--- src/rtl/gamepad_pmod_pkg.sv ---
// Shared types and constants for the gamepad PMOD serial transmitter.
package gamepad_pmod_pkg;

    typedef enum logic [2:0] {
        IDLE,
        SHIFT_LO,
        SHIFT_HI,
        LATCH,
        GAP
    } state_t;

    localparam int CONTROLLER_BITS  = 12;
    localparam int DEFAULT_NUM_BITS = 2 * CONTROLLER_BITS;

    // Button positions within one controller's 12-bit field
    localparam int BTN_B      = 0;
    localparam int BTN_Y      = 1;
    localparam int BTN_SELECT = 2;
    localparam int BTN_START  = 3;
    localparam int BTN_UP     = 4;
    localparam int BTN_DOWN   = 5;
    localparam int BTN_LEFT   = 6;
    localparam int BTN_RIGHT  = 7;
    localparam int BTN_A      = 8;
    localparam int BTN_X      = 9;
    localparam int BTN_L      = 10;
    localparam int BTN_R      = 11;

endpackage

--- src/rtl/gamepad_phase_timer.sv ---
// Loadable down-counter timing each FSM phase; phase_end marks the last cycle.
module gamepad_phase_timer #(
    parameter int WIDTH = 3
) (
    input  logic             clk,
    input  logic             rst_n,
    input  logic             load,
    input  logic [WIDTH-1:0] len,
    output logic             phase_end
);

    logic [WIDTH-1:0] cnt;

    // Loading len gives a phase of len cycles, ending when the count reaches zero
    always_ff @(posedge clk or negedge rst_n) begin
        if (!rst_n) begin
            cnt <= '0;
        end else if (load) begin
            cnt <= len - 1'b1;
        end else if (cnt != '0) begin
            cnt <= cnt - 1'b1;
        end
    end

    assign phase_end = (cnt == '0);

endmodule

--- src/rtl/gamepad_pmod_driver.sv ---
// Gamepad PMOD transmitter: snapshots buttons, shifts them MSB first on a
// divided serial clock, then pulses latch so the receiver updates its inputs.
module gamepad_pmod_driver
    import gamepad_pmod_pkg::*;
#(
    parameter int NUM_BITS   = DEFAULT_NUM_BITS,
    parameter int CLK_DIV    = 2,
    parameter int GAP_CYCLES = 4
) (
    input  logic                clk,
    input  logic                rst_n,
    input  logic                start,
    input  logic                auto_repeat,
    input  logic [NUM_BITS-1:0] buttons,
    output logic                busy,
    output logic                done,
    output logic                pmod_data,
    output logic                pmod_clk,
    output logic                pmod_latch
);

    localparam int PHASE_MAX = (CLK_DIV > GAP_CYCLES) ? CLK_DIV : GAP_CYCLES;
    localparam int PW        = $clog2(PHASE_MAX + 1);
    localparam int BW        = $clog2(NUM_BITS);

    localparam logic [PW-1:0] DIV_LEN  = PW'(CLK_DIV);
    localparam logic [PW-1:0] GAP_LEN  = PW'(GAP_CYCLES);
    localparam logic [BW-1:0] LAST_BIT = BW'(NUM_BITS - 1);

    state_t              state;
    logic [NUM_BITS-1:0] shreg;
    logic [BW-1:0]       bit_cnt;
    logic                phase_end;
    logic                tm_load;
    logic [PW-1:0]       tm_len;
    logic                frame_exit;

    gamepad_phase_timer #(
        .WIDTH (PW)
    ) u_timer (
        .clk       (clk),
        .rst_n     (rst_n),
        .load      (tm_load),
        .len       (tm_len),
        .phase_end (phase_end)
    );

    // End of a frame: last GAP cycle, or end of LATCH when there is no gap
    always_comb begin
        frame_exit = 1'b0;
        if (phase_end) begin
            if (state == GAP) begin
                frame_exit = 1'b1;
            end else if (state == LATCH && GAP_CYCLES == 0) begin
                frame_exit = 1'b1;
            end
        end
    end

    // Reload the phase timer on every state entry
    always_comb begin
        tm_load = 1'b0;
        tm_len  = DIV_LEN;
        case (state)
            IDLE:     tm_load = start | auto_repeat;
            SHIFT_LO: tm_load = phase_end;
            SHIFT_HI: tm_load = phase_end;
            LATCH: begin
                if (phase_end && GAP_CYCLES != 0) begin
                    tm_load = 1'b1;
                    tm_len  = GAP_LEN;
                end
            end
            default: ;
        endcase
        if (frame_exit && auto_repeat) begin
            tm_load = 1'b1;
            tm_len  = DIV_LEN;
        end
    end

    // Frame sequencer with registered serial outputs
    always_ff @(posedge clk or negedge rst_n) begin
        if (!rst_n) begin
            state      <= IDLE;
            shreg      <= '0;
            bit_cnt    <= '0;
            busy       <= 1'b0;
            done       <= 1'b0;
            pmod_data  <= 1'b0;
            pmod_clk   <= 1'b0;
            pmod_latch <= 1'b0;
        end else begin
            done <= 1'b0;
            case (state)
                IDLE: begin
                    if (start || auto_repeat) begin
                        shreg     <= buttons;
                        bit_cnt   <= LAST_BIT;
                        pmod_data <= buttons[NUM_BITS-1];
                        busy      <= 1'b1;
                        state     <= SHIFT_LO;
                    end
                end
                SHIFT_LO: begin
                    if (phase_end) begin
                        pmod_clk <= 1'b1;
                        state    <= SHIFT_HI;
                    end
                end
                SHIFT_HI: begin
                    if (phase_end) begin
                        pmod_clk <= 1'b0;
                        if (bit_cnt != '0) begin
                            shreg     <= shreg << 1;
                            bit_cnt   <= bit_cnt - 1'b1;
                            pmod_data <= shreg[NUM_BITS-2];
                            state     <= SHIFT_LO;
                        end else begin
                            pmod_data  <= 1'b0;
                            pmod_latch <= 1'b1;
                            state      <= LATCH;
                        end
                    end
                end
                LATCH: begin
                    if (phase_end) begin
                        pmod_latch <= 1'b0;
                        done       <= 1'b1;
                        state      <= GAP;
                    end
                end
                GAP: ;
                default: state <= IDLE;
            endcase
            // Frame exit is shared by GAP and by a gapless LATCH, so it
            // overrides the per-state next state chosen above.
            if (frame_exit) begin
                if (auto_repeat) begin
                    shreg     <= buttons;
                    bit_cnt   <= LAST_BIT;
                    pmod_data <= buttons[NUM_BITS-1];
                    state     <= SHIFT_LO;
                end else begin
                    busy  <= 1'b0;
                    state <= IDLE;
                end
            end
        end
    end

endmodule

--- config.mk ---
export PLATFORM = sky130hd
export DESIGN_NAME = gamepad_pmod_driver
export DESIGN_NICKNAME = d
export VERILOG_FILES = /design/src/rtl/gamepad_pmod_pkg.sv /design/src/rtl/gamepad_phase_timer.sv /design/src/rtl/gamepad_pmod_driver.sv
export SDC_FILE = /design/constraint.sdc
export NUM_CORES = 1
export LEC_CHECK = 0
export ABC_AREA = 1
export ABC_CLOCK_PERIOD_IN_PS = 2000
export CAP_MARGIN = 20
export CELL_PAD_IN_SITES_DETAIL_PLACEMENT = 1
export CELL_PAD_IN_SITES_GLOBAL_PLACEMENT = 1
export CORE_MARGIN = 8
export CORE_UTILIZATION = 35
export DETAILED_ROUTE_END_ITERATION = 6
export PLACE_DENSITY_LB_ADDON = 0.1
export SLEW_MARGIN = 5
export SYNTH_ARGS = -nofsm -noshare
export SYNTH_HDL_FRONTEND = slang
export SYNTH_SLANG_ARGS = --single-unit
--- constraint.sdc ---
create_clock -name clk -period 2 [get_ports clk]
set_input_delay 0.3 -clock clk [delete_from_list [all_inputs] [get_ports clk]]
set_output_delay 0.3 -clock clk [all_outputs]
set_load 0.01 [all_outputs]
==> impl_metrics.json, run 1 <==
{
  "synthXorXnorAreaFrac_pct": 0.4108,
  "synth_fa_ha_area_share_pct": 1.174,
  "synthesis.nets": 317,
  "drv_slew": 0,
  "holdCritPathClass": "in2async",
  "crit_path_end_kind": "register",
  "mostFrequentLayoutCell": "nand2_1",
  "synth.avg_cell_area_um2": 7.429,
  "finClkSkew_ps": 3.747,
  "port_buffers": 32,
  "yosys.area_share.simple_pct": 37.15,
  "seq_area_um2": 975.9,
  "yosysSeqAreaShare_pct": 45.77,
  "path_class": "reg2reg",
  "layout.nets": 357,
  "boundaryPins": 33,
  "cts_made_buffers": 5,
  "vias": 1830,
  "layout_common_cells": "nand2_1, dfrtp_1, clkdlybuf4s50_1, inv_1, nor2_1",
  "cts_tree": "yes",
  "drtIter0Drc": 63,
  "period_minus_slack_ps": 1716,
  "grt_usage_pct": 12.85,
  "final_layout_size_suffix_gt1_share_pct": 12.58,
  "synth_warnings": 0,
  "avgViaCountPerCell": 4.564,
  "overflow": 0,
  "worst_setup_path_start_kind": "register",
  "peakVddDrop_mv": 0.2023,
  "worst_slack_ps": 283.9,
  "post-route-period-util_pct": 85.81,
  "finish.utilization_pct": 44.19,
  "dr.pass1.iters": 4,
  "slew_headroom_pct": 75.94,
  "synth_mux_area_share_pct": 0,
  "grt_pass1_wl_um": 9052,
  "grt_antenna_before_repair": 0,
  "die-height_um": 94.05,
  "die-area_um2": 8845,
  "ant_nets": 0,
  "num_rows": 28,
  "fmax_mhz": 582.7,
  "maxCapViolCount": 0,
  "start_util_pct": 36.01,
  "rsz0062_at_grt": "no",
  "place_congestion": 0.7504,
  "cts.sinks": 39,
  "clk_latency_ps": 290,
  "wl_per_cell_um": 13.10,
  "drc": 0,
  "outcome": "completed",
  "dp_hpwl_um": 3799,
  "grt_max_degree": 40,
  "multi_input_area_um2": 965.9,
  "grt_pass1_vias": 1903,
  "postRouteWirelength_um": 5253,
  "power_leakage_nw": 1.377,
  "tns_ps": 0,
  "tightest_slew_ps": 357.1,
  "synth_top_family_by_area": "simple AND/OR/NAND/NOR gates",
  "ys_types": 25,
  "ctsLongestPathBuffers": 2,
  "n_antenna_cell": 0,
  "hold_viol": 0,
  "postSynthCellCount": 287,
  "setup_viol": 0,
  "cp_data_required_time_ps": 2180,
  "power.density_nw_per_um2": 529.9,
  "netlist_area_um2": 2132,
  "crit_fanout": 5,
  "core-area_um2": 5921,
  "area_growth_pct": 22.71,
  "synth-seq-cells": 39,
  "cts_resized": 0,
  "path_clk_slew_ps": 70,
  "dieWidth_um": 94.05,
  "arrival_ps": 1900,
  "fillers": 763,
  "synth_compound_area_share_pct": 6.573,
  "h-tree-depth": 2,
  "pre_cts_slack_ps": 87.73,
  "ctsRootBufferMaster": "clkbuf_8"
}
final cells by class:
type,count,area share (%)
clock buffer,6,2.774
inverter,24,3.443
multi-input combinational,215,36.92
sequential,39,37.30
tap,75,3.587
timing repair buffer,42,15.97
cell families after synthesis:
family	count (synthesis)
xor+xnor	1
compound gates	23
buf+inv	33
fa+ha+maj	2
simple gates	189
flops	39
path summary, 6_finish.rpt:
kind,slack (ps),cells after the start,start,end
max,280,13,state[1]$_DFFE_PN0P_,u_timer.cnt[2]$_DFFE_PN0P_
min,500,3,rst_n,state[0]$_DFFE_PN0P_
max reg2reg,280,13,state[1]$_DFFE_PN0P_,u_timer.cnt[2]$_DFFE_PN0P_
min reg2reg,500,1,pmod_latch$_DFFE_PN0P_,pmod_latch$_DFFE_PN0P_
max in group asynchronous,1290,3,rst_n,busy$_DFF_PN0_
min in group clk,500,1,pmod_latch$_DFFE_PN0P_,pmod_latch$_DFFE_PN0P_
metrics by stage:
step	instance area, um^2	cells	power [W]	hold slack, ps
3_3_place_gp	2534	394	0.0009009	289.6
4_1_cts	2616	401	0.001414	506.7
3_5_place_dp	2534	394	0.0009030	293.4
5_1_grt	2616	401	0.001447	523.3
2_1_floorplan	2132	287	0.0008218	4.409
6_report	2616	401	0.001386	496.5
timing repair:
item,4_1_cts,5_1_grt
endpoints found under the setup margin,0,0
buffers inserted,0,0
endpoints found under the hold margin,39,0
hold buffers,1,0
synth_stat cells:
master / n / share of area, %
nand2_2: 11 / 3.2
nand3_2: 3 / 1.4
nand3_1: 9 / 2.1
o21bai_1: 1 / 0.35
buf_4: 1 / 0.35
inv_1: 19 / 3.3
nor2_4: 1 / 0.53
xor2_1: 1 / 0.41
a21oi_1: 7 / 1.6
inv_2: 5 / 0.88
o32ai_1: 1 / 0.41
o21a_1: 1 / 0.35
clkbuf_8: 1 / 0.65
dfrtp_1: 39 / 46
o21ai_1: 1 / 0.23
o31ai_1: 1 / 0.35
nor2_2: 4 / 1.2
a21oi_4: 1 / 0.76
ha_1: 2 / 1.2
nand2_4: 1 / 0.53
o211ai_1: 1 / 0.35
nand2_1: 145 / 26
o21ai_0: 9 / 2.1
buf_6: 7 / 3.7
nor2_1: 15 / 2.6
per-layer routing:
metal	global-route usage [%]	vias up	share of wire, %
li1	-	950	-
met1	17.48	844	50
met2	19.49	29	45
met3	2.638	7	3.4
met4	4.756	0	1.3
met5	0	-	0
state kept, by name, indices dropped and copies added, names as in the netlist:
name         count
bit_cnt          5
busy             1
done             1
pmod_clk         1
pmod_data        1
pmod_latch       1
shreg           23
state            3
u_timer.cnt      3
report_power, final:
| part | switching [W] | internal (W) | leakage (nW) |
|---|---|---|---|
| clock network | 0.000267 | 0.000233 | 0.0371 |
| logic | 0.0000327 | 0.0000580 | 0.862 |
| registers | 0.00000295 | 0.000793 | 0.478 |
| total | 0.000302 | 0.00108 | 1.38 |
critical path, cell delays in order (launching register included):
cell	delay [ps]
dfrtp_1	440
inv_2	150
nand2_1	110
nor2_1	170
inv_2	80
nand2_4	70
nor2_2	40
nand2_1	60
nand2_1	50
ha_1	190
inv_1	60
nand3_1	70
nand2_1	60
nor2_1	40
(Power assumes the default switching activity.)
==> inputs of run 2 (changes only) <==
RECOVER_POWER = 100   (was default)
==> impl_metrics.json, run 2 (synthesis results as in run 1) <==
{
  "area_growth_pct": 20.89,
  "final_cells": 401,
  "cpMaxStageDelayCell": "dfrtp_1",
  "die-area_um2": 8845,
  "reg2reg_depth": 10,
  "outcome": "completed",
  "slew_headroom_pct": 31.48,
  "post-route-period-util_pct": 88.00,
  "period_minus_slack_ps": 1760,
  "regMostFlops": "shreg",
  "pre_cts_slack_ps": 87.73,
  "reg_top3": "shreg x23, bit_cnt x5",
  "path_clk_slew_ps": 70,
  "reg2reg_to": "u_timer.cnt[2]$_DFFE_PN0P_",
  "fillers": 765,
  "hp-start": "pmod_latch$_DFFE_PN0P_",
  "power_leakage_nw": 1.380,
  "maxCapViolCount": 0,
  "n_antenna_cell": 0,
  "dp_hpwl_um": 3799,
  "grt_usage_pct": 12.85,
  "start_util_pct": 36.01,
  "vias": 1831,
  "postRouteWirelength_um": 5266,
  "clk_latency_ps": 290,
  "grt_antenna_before_repair": 0,
  "tightest_slew_ps": 1028,
  "grt_pass1_wl_um": 9052,
  "drv_slew": 0,
  "holdCritPathClass": "reg2reg",
  "crit_path_cell_trace": "o21ai_0 -> nor2_1 -> nor2_1 -> nand2_1 -> nand2_1 -> ha_1 -> inv_1 -> nand3_1 -> nand2_1 -> nor2_1",
  "cp_data_required_time_ps": 2220,
  "h-tree-depth": 2,
  "dr.pass1.iters": 4,
  "overflow": 0,
  "crit_path_end_kind": "register",
  "port_buffers": 32,
  "rrSetupSlack_ps": 240,
  "cts.sinks": 39,
  "num_rows": 28,
  "grt_max_degree": 40,
  "peakVddDrop_mv": 0.2027,
  "final_layout_size_suffix_gt1_share_pct": 9.509,
  "path_class": "reg2reg",
  "layout_common_cells": "nand2_1, dfrtp_1, clkdlybuf4s50_1, inv_1, nor2_1",
  "drc": 0,
  "place_inst": 394,
  "dieWidth_um": 94.05,
  "holdPathEnd": "pmod_latch$_DFFE_PN0P_",
  "finClkSkew_ps": 3.520,
  "largest_reg_flops": 23,
  "core-area_um2": 5921,
  "cts_tree": "yes",
  "rsz0062_at_grt": "no",
  "fmax_mhz": 568.2,
  "hold_viol": 0,
  "cp_num_buf_inv": 1,
  "critPathTopFamily": "simple AND/OR/NAND/NOR gates",
  "cp_slowest_stage_delay_ps": 450,
  "hold_depth": 1,
  "arrival_ps": 1980,
  "ant_nets": 0,
  "place_congestion": 0.7504,
  "worst_setup_path_start_kind": "register",
  "tns_ps": 0,
  "cts_made_buffers": 5,
  "boundaryPins": 33,
  "drtIter0Drc": 51,
  "ctsLongestPathBuffers": 2,
  "setup_viol": 0,
  "ctsRootBufferMaster": "clkbuf_8",
  "mostFrequentLayoutCell": "nand2_1",
  "wl_per_cell_um": 13.13,
  "die-height_um": 94.05,
  "crit_fanout": 5,
  "layout.nets": 357,
  "grt_pass1_vias": 1903,
  "worst_slack_ps": 239.9,
  "cp-startpoint": "state[0]$_DFFE_PN0P_",
  "power.density_nw_per_um2": 535.7,
  "reg2reg_from": "state[0]$_DFFE_PN0P_",
  "avgViaCountPerCell": 4.566
}
## run 2: metrics by stage
step | area, um^2 | utilization (%) | total power, W | hold slack (ps)
floorplan | 2132 | - | 0.0008218 | 4.409
global placement | 2534 | 42.79 | 0.0009009 | 289.6
detailed placement | 2534 | 42.79 | 0.0009030 | 293.4
CTS | 2616 | 44.19 | 0.001414 | 506.7
global route | 2577 | 43.53 | 0.001441 | 523.3
finish | 2577 | 43.53 | 0.001381 | 491.2
## run 2: what timing repair did
| action | CTS | global route |
|---|---|---|
| hold endpoints to repair | 39 | 0 |
| hold buffers | 1 | 0 |
| setup buffers | 0 | 0 |
| setup endpoints to repair | 0 | 0 |
| gates resized for setup | 0 | 0 |
## run 2: how the worst max path moves through the flow
| stage | cells past startpoint | end |
|---|---|---|
| final | 10 | u_timer.cnt[2]$_DFFE_PN0P_ |
| after floorplan | 13 | u_timer.cnt[2]$_DFFE_PN0P_ |
| after CTS | 13 | u_timer.cnt[2]$_DFFE_PN0P_ |
| after global placement | 13 | u_timer.cnt[2]$_DFFE_PN0P_ |
| after detailed placement | 13 | u_timer.cnt[2]$_DFFE_PN0P_ |
| after global routing | 10 | u_timer.cnt[2]$_DFFE_PN0P_ |
## run 2: metal layers
metal | global-route usage [%] | vias up | routed length [um]
li1 | - | 949 | -
met1 | 17.48 | 848 | 2612
met2 | 19.49 | 26 | 2416
met3 | 2.638 | 8 | 167
met4 | 4.756 | 0 | 69
met5 | 0 | - | 0
## run 2: final cells by class
type                    instances  area (um^2)  area share [%]
multi-input cells             215        945.9           36.70
clock buffers                   6        72.57           2.816
inverters                      24        90.09           3.495
repair buffers                 42        399.1           15.49
well taps                      75        93.84           3.641
flip-flops and latches         39        975.9           37.86
## run 2: report_power, final
part	internal (W)	leakage, nW	switching [W]
registers	0.000793	0.478	0.00000264
logic	0.0000537	0.865	0.0000321
clock network	0.000233	0.0371	0.000266
total	0.00108	1.38	0.000301
